$ cat src/rtl/avalon_dram_arbiter.sv
// avalon_dram_arbiter: round-robin share of one Avalon-MM DRAM master between two requesters, with in-order read return routing
module avalon_dram_arbiter #(
    parameter int ADDR_W   = 32,
    parameter int DATA_W   = 256,
    parameter int MAX_PEND = 8,
    parameter int PEND_W   = 4
) (
    input  logic              clk,
    input  logic              reset,
    input  logic [ADDR_W-1:0] s0_address,
    input  logic              s0_read,
    input  logic              s0_write,
    input  logic [DATA_W-1:0] s0_writedata,
    output logic              s0_waitrequest,
    output logic              s0_readdatavalid,
    output logic [DATA_W-1:0] s0_readdata,
    input  logic [ADDR_W-1:0] s1_address,
    input  logic              s1_read,
    input  logic              s1_write,
    input  logic [DATA_W-1:0] s1_writedata,
    output logic              s1_waitrequest,
    output logic              s1_readdatavalid,
    output logic [DATA_W-1:0] s1_readdata,
    output logic [ADDR_W-1:0] m0_address,
    output logic              m0_read,
    output logic              m0_write,
    output logic [DATA_W-1:0] m0_writedata,
    input  logic              m0_waitrequest,
    input  logic              m0_readdatavalid,
    input  logic [DATA_W-1:0] m0_readdata,
    output logic [PEND_W-1:0] pend_cnt,
    output logic              err_orphan
);
    localparam int PTR_W = MAX_PEND > 1 ? $clog2(MAX_PEND) : 1;
    localparam logic [PEND_W-1:0] MAX_CNT = PEND_W'(MAX_PEND);
    localparam logic [PTR_W-1:0] LAST = PTR_W'(MAX_PEND - 1);
    typedef enum logic [1:0] {IDLE, GRANT0, GRANT1} state_t;
    state_t state;
    logic last_grant, g0, g1, sel_rd, sel_wr, accept, push, pop, head, elig0, elig1;
    logic [MAX_PEND-1:0] owner;
    logic [PTR_W-1:0] wr_ptr, rd_ptr;
    always_comb begin
        g0 = state == GRANT0;
        g1 = state == GRANT1;
        sel_rd = g0 ? s0_read : g1 ? s1_read : 1'b0;
        sel_wr = g0 ? s0_write : g1 ? s1_write : 1'b0;
        m0_address = g0 ? s0_address : g1 ? s1_address : '0;
        m0_writedata = g0 ? s0_writedata : g1 ? s1_writedata : '0;
        m0_write = sel_wr;
        m0_read = sel_rd & !sel_wr;
        s0_waitrequest = g0 ? m0_waitrequest : 1'b1;
        s1_waitrequest = g1 ? m0_waitrequest : 1'b1;
        accept = (m0_read | m0_write) & !m0_waitrequest;
        push = accept & m0_read;
        pop = m0_readdatavalid & (pend_cnt != '0);
        head = owner[rd_ptr];
        s0_readdatavalid = pop & !head;
        s1_readdatavalid = pop & head;
        s0_readdata = m0_readdata;
        s1_readdata = m0_readdata;
        elig0 = s0_write | (s0_read & (pend_cnt < MAX_CNT));
        elig1 = s1_write | (s1_read & (pend_cnt < MAX_CNT));
    end
    always_ff @(posedge clk or negedge reset) begin
        if (!reset) begin
            state <= IDLE;
            last_grant <= 1'b1;
            owner <= '0;
            wr_ptr <= '0;
            rd_ptr <= '0;
            pend_cnt <= '0;
            err_orphan <= 1'b0;
        end else begin
            case (state)
                IDLE: begin
                    if (elig0 && (!elig1 || last_grant)) state <= GRANT0;
                    else if (elig1) state <= GRANT1;
                end
                GRANT0, GRANT1: begin
                    if (accept) begin
                        state <= IDLE;
                        last_grant <= g1;
                    end else if (!(sel_rd || sel_wr)) state <= IDLE;
                end
                default: state <= IDLE;
            endcase
            if (push) begin
                owner[wr_ptr] <= g1;
                wr_ptr <= wr_ptr == LAST ? '0 : wr_ptr + 1'b1;
            end
            if (pop) rd_ptr <= rd_ptr == LAST ? '0 : rd_ptr + 1'b1;
            pend_cnt <= pend_cnt + PEND_W'(push) - PEND_W'(pop);
            if (m0_readdatavalid && pend_cnt == '0) err_orphan <= 1'b1;
        end
    end
endmodule

$ cat config.mk
export PLATFORM = sky130hd
export DESIGN_NAME = avalon_dram_arbiter
export DESIGN_NICKNAME = d
export VERILOG_FILES = /design/src/rtl/avalon_dram_arbiter.sv
export SDC_FILE = /design/constraint.sdc
export NUM_CORES = 1
export LEC_CHECK = 0
export CAP_MARGIN = 20
export CORE_AREA = 4 4 638 640
export CTS_CLUSTER_DIAMETER = 150
export DETAILED_ROUTE_END_ITERATION = 6
export DIE_AREA = 0 0 642 644
export PLACE_DENSITY = 0.3
export SETUP_SLACK_MARGIN = 0.3
export SLEW_MARGIN = 20
export SYNTH_ARGS = -nofsm -noshare
export SYNTH_HDL_FRONTEND = slang
export SYNTH_SLANG_ARGS = --single-unit
$ cat constraint.sdc
create_clock -name clk -period 3.74 [get_ports clk]
set_input_delay 0.748 -clock clk [delete_from_list [all_inputs] [get_ports clk]]
set_output_delay 0.748 -clock clk [all_outputs]
set_load 0.01 [all_outputs]
==> results.toml <==
[clock_network]
cts_root_buffer = "clkbuf_16"
clock_latency_ns = 0.25
cts_inserted_buffers = 3
clkSlewWorstSetupHoldPaths_ns = 0.06
h-tree-depth = 1
clock_path_buffers = 2
cts_tree = "done"
cts_sinks = 22

[floorplanning]
core_area_mm2 = 0.401
initial_core_util_pct = 2.29
fp.dieH_um = 644
num_rows = 233
die-area_mm2 = 0.413
ios = 1651
die_x_um = 642

[synth]
synth-simple-area-share_pct = 25.2
ys_seq_area_share_pct = 6.01
synth_cell_types = 40
ys_ff_latch = 22
synth_nets = 2435
syn_avg_cell_area_um2 = 5.81
synth_top_family_by_area = "buffers and inverters"
muxShareOfSynthArea_pct = 2.44
synth_compound_area_share_pct = 17.3
yosysWarnings = 0
synthAdderAreaFrac_pct = 1.85
syn_inst = 1582
synthXorXnorAreaFrac_pct = 0.191
synth.cell_area_mm2 = 0.00919

[power]
swShare_pct = 57.9
clkPwrFrac_pct = 2.1
p_sw_w = 0.00695
ir_drop_uv = 250
pwr-share-comb_pct = 94.2
total_power_w = 0.0120
p_leak_nw = 6.13
power_frac_seq_pct = 3.7
p_per_area_mw_per_mm2 = 545
p_int_w = 0.00506

[timing]
hold_viol_final = 0
period_needed_ns = 3.49
max_freq_ghz = 0.286
finalMaxSlewViolations = 0
finalSetupTns_ns = 0
finalSetupViolations = 0
fin_ws_ns = 0.248
fin_skew_ns = 0.00300
maxSlewHeadroom_pct = 61.1
rsz0062_at_grt = "true"
tightest_slew_ns = 0.582
fin_crit_sh_pct = 93.4

[worst_setup_path]
path_common_cell = "buf_12"
worst-path-buf-inv = 5
cp_top_family = "buffers and inverters"
cp.required_ns = 2.99
worstPathArrival_ns = 2.74
reg2reg_slack_ns = 0.72
startpoint_type = "flop"
cp_slowest_cell = "clkdlybuf4s50_1"
endpoint_kind = "primary output"
slowest_delay_ns = 0.63
worstPathCellList = "inv_1 > ha_4 > buf_12 > buf_12 > buf_16 > nand2_1 > o21ai_1 > clkdlybuf4s50_1"
worst-path-max-fanout = 27
crit_type = "reg2out"

[route]
ant_nets = 0
wirelength_um = 317000
avgViaCountPerCell = 1.96
drt_iter0_markers = 1420
post-route-drc-count = 12
drt_first_pass_iters = 7
wl_per_cell_um = 43.6
vias = 14300

[finish]
layout_common_cells = "744 x clkdlybuf4s50_1, 574 x nand2_1, 283 x o21ai_1, 91 x buf_12, 64 x buf_4"
nets = 2748
layout_commonest_cell = "clkdlybuf4s50_1"
final_layout_size_suffix_gt1_share_pct = 10.0
syn_to_final_growth_pct = 140
n_fill_cell = 47500

[flow_run]
drv_cap = 0

[placed_design]
hpwl_um = 303000
portBuffers = 882
gp_congestion = 0.906
pre_cts_ws_ns = 0.223

[global_routing]
grt_usage_pct = 14.5
grt_max_degree = 133
overflow = 0
grt_pass1_vias = 12600
antenna_found_initial = 309
grt_pass1_wl_um = 346000

[run_status]
status = "complete, but fails checks"
violations = "design-rule violations"

[hold_path]
min_path_type = "reg2reg"
[timing repair]
item | CTS | global route
pin swaps | 1 | 0
gates resized for setup | 7 | 13
endpoints found under the setup margin | 133 | 38
hold buffers | 0 | 0
cloned | 1 | 3
setup buffers | 5 | 0
[metrics by stage]
stage                     utilization, %  cell area [um^2]  hold slack, ns  cells
final                               5.48             22000           0.460   7269
after global routing                5.45             21900           0.493   7213
after CTS                           5.40             21700           0.463   7178
after detailed placement            5.34             21500           0.448   7168
after global placement              5.34             21500           0.450   7168
after floorplan                        -              9190           0.452   1582
[path summary, 6_finish.rpt]
path	from	to	cells after the start
max	state[0]	m0_writedata[85]	8
min	err_orphan	err_orphan	1
max reg2reg	state[0]	pend_cnt[1]	14
min reg2reg	err_orphan	err_orphan	1
max in group asynchronous	reset	rd_ptr[0]	1
min in group asynchronous	reset	state[1]	1
[synthesized netlist by cell type]
master	count	share of area, %
o21ai_4	1	0.18
nand3_1	5	0.27
clkbuf_1	60	2.5
nand4b_1	2	0.19
nor3_1	1	0.054
a21oi_1	4	0.22
o21ai_0	1	0.054
nor2_1	4	0.16
nand4_1	2	0.14
mux2i_1	1	0.11
dfstp_2	1	0.29
o2bb2ai_1	1	0.095
nand3b_1	2	0.16
and2b_4	1	0.11
a32o_1	2	0.22
ha_1	12	1.6
mux4_2	2	0.49
nand2b_1	3	0.20
a22o_1	2	0.19
a32oi_1	1	0.095
nand3b_2	1	0.12
fa_1	1	0.22
buf_6	2	0.25
nand2_1	574	23
mux2_4	3	0.49
o211a_1	1	0.11
mux2_1	11	1.3
nor2b_1	4	0.27
buf_4	513	42
o21ai_2	1	0.095
xor2_1	1	0.095
a21o_1	4	0.33
dfrtp_1	21	5.7
inv_2	3	0.12
buf_2	34	1.9
o21ai_1	288	16
nor3b_1	1	0.082
inv_1	8	0.33
buf_1	2	0.082
xnor2_1	1	0.095
[power by group through the flow]
| stage | Combinational, W | Clock, W | Sequential, W |
|---|---|---|---|
| 5_1_grt | 0.0119 | 0.000268 | 0.000461 |
| 6_report | 0.0113 | 0.000252 | 0.000447 |
| 4_1_cts | 0.0117 | 0.000257 | 0.000448 |
| 3_3_place_gp | 0.0115 | 0 | 0.000445 |
| 3_5_place_dp | 0.0115 | 0 | 0.000449 |
| 2_1_floorplan | 0.00365 | 0 | 0.000429 |
[state kept, by name, indices dropped and copies added, names as in the netlist]
name        cells
owner           8
last_grant      1
wr_ptr          3
err_orphan      1
rd_ptr          3
state           2
pend_cnt        4
[routing by layer]
metal,track usage [%],wire length (um)
met1,11.6,88100
met2,22.3,135000
met3,17.8,81100
met4,3.33,10300
met5,0.844,1870
[logic make-up after synthesis]
kind of cell / Yosys count
and+or+nand+nor: 600
AOI/OAI and AO/OA: 306
adders and majority gates: 13
DFF: 22
buffers and inverters: 622
xor gates and xnor gates: 2
muxes: 17
[final cells by class]
type	count	area (um^2)	area share, %
Antenna cell	88	220	1.00
Clock buffer	4	88.8	0.404
Inverter	11	41.3	0.188
Multi-Input combinational cell	938	4360	19.8
Sequential cell	22	552	2.51
Tap cell	5287	6620	30.1
Timing Repair Buffer	919	10100	46.0
No activity file was read; power rests on OpenSTA's default activity.
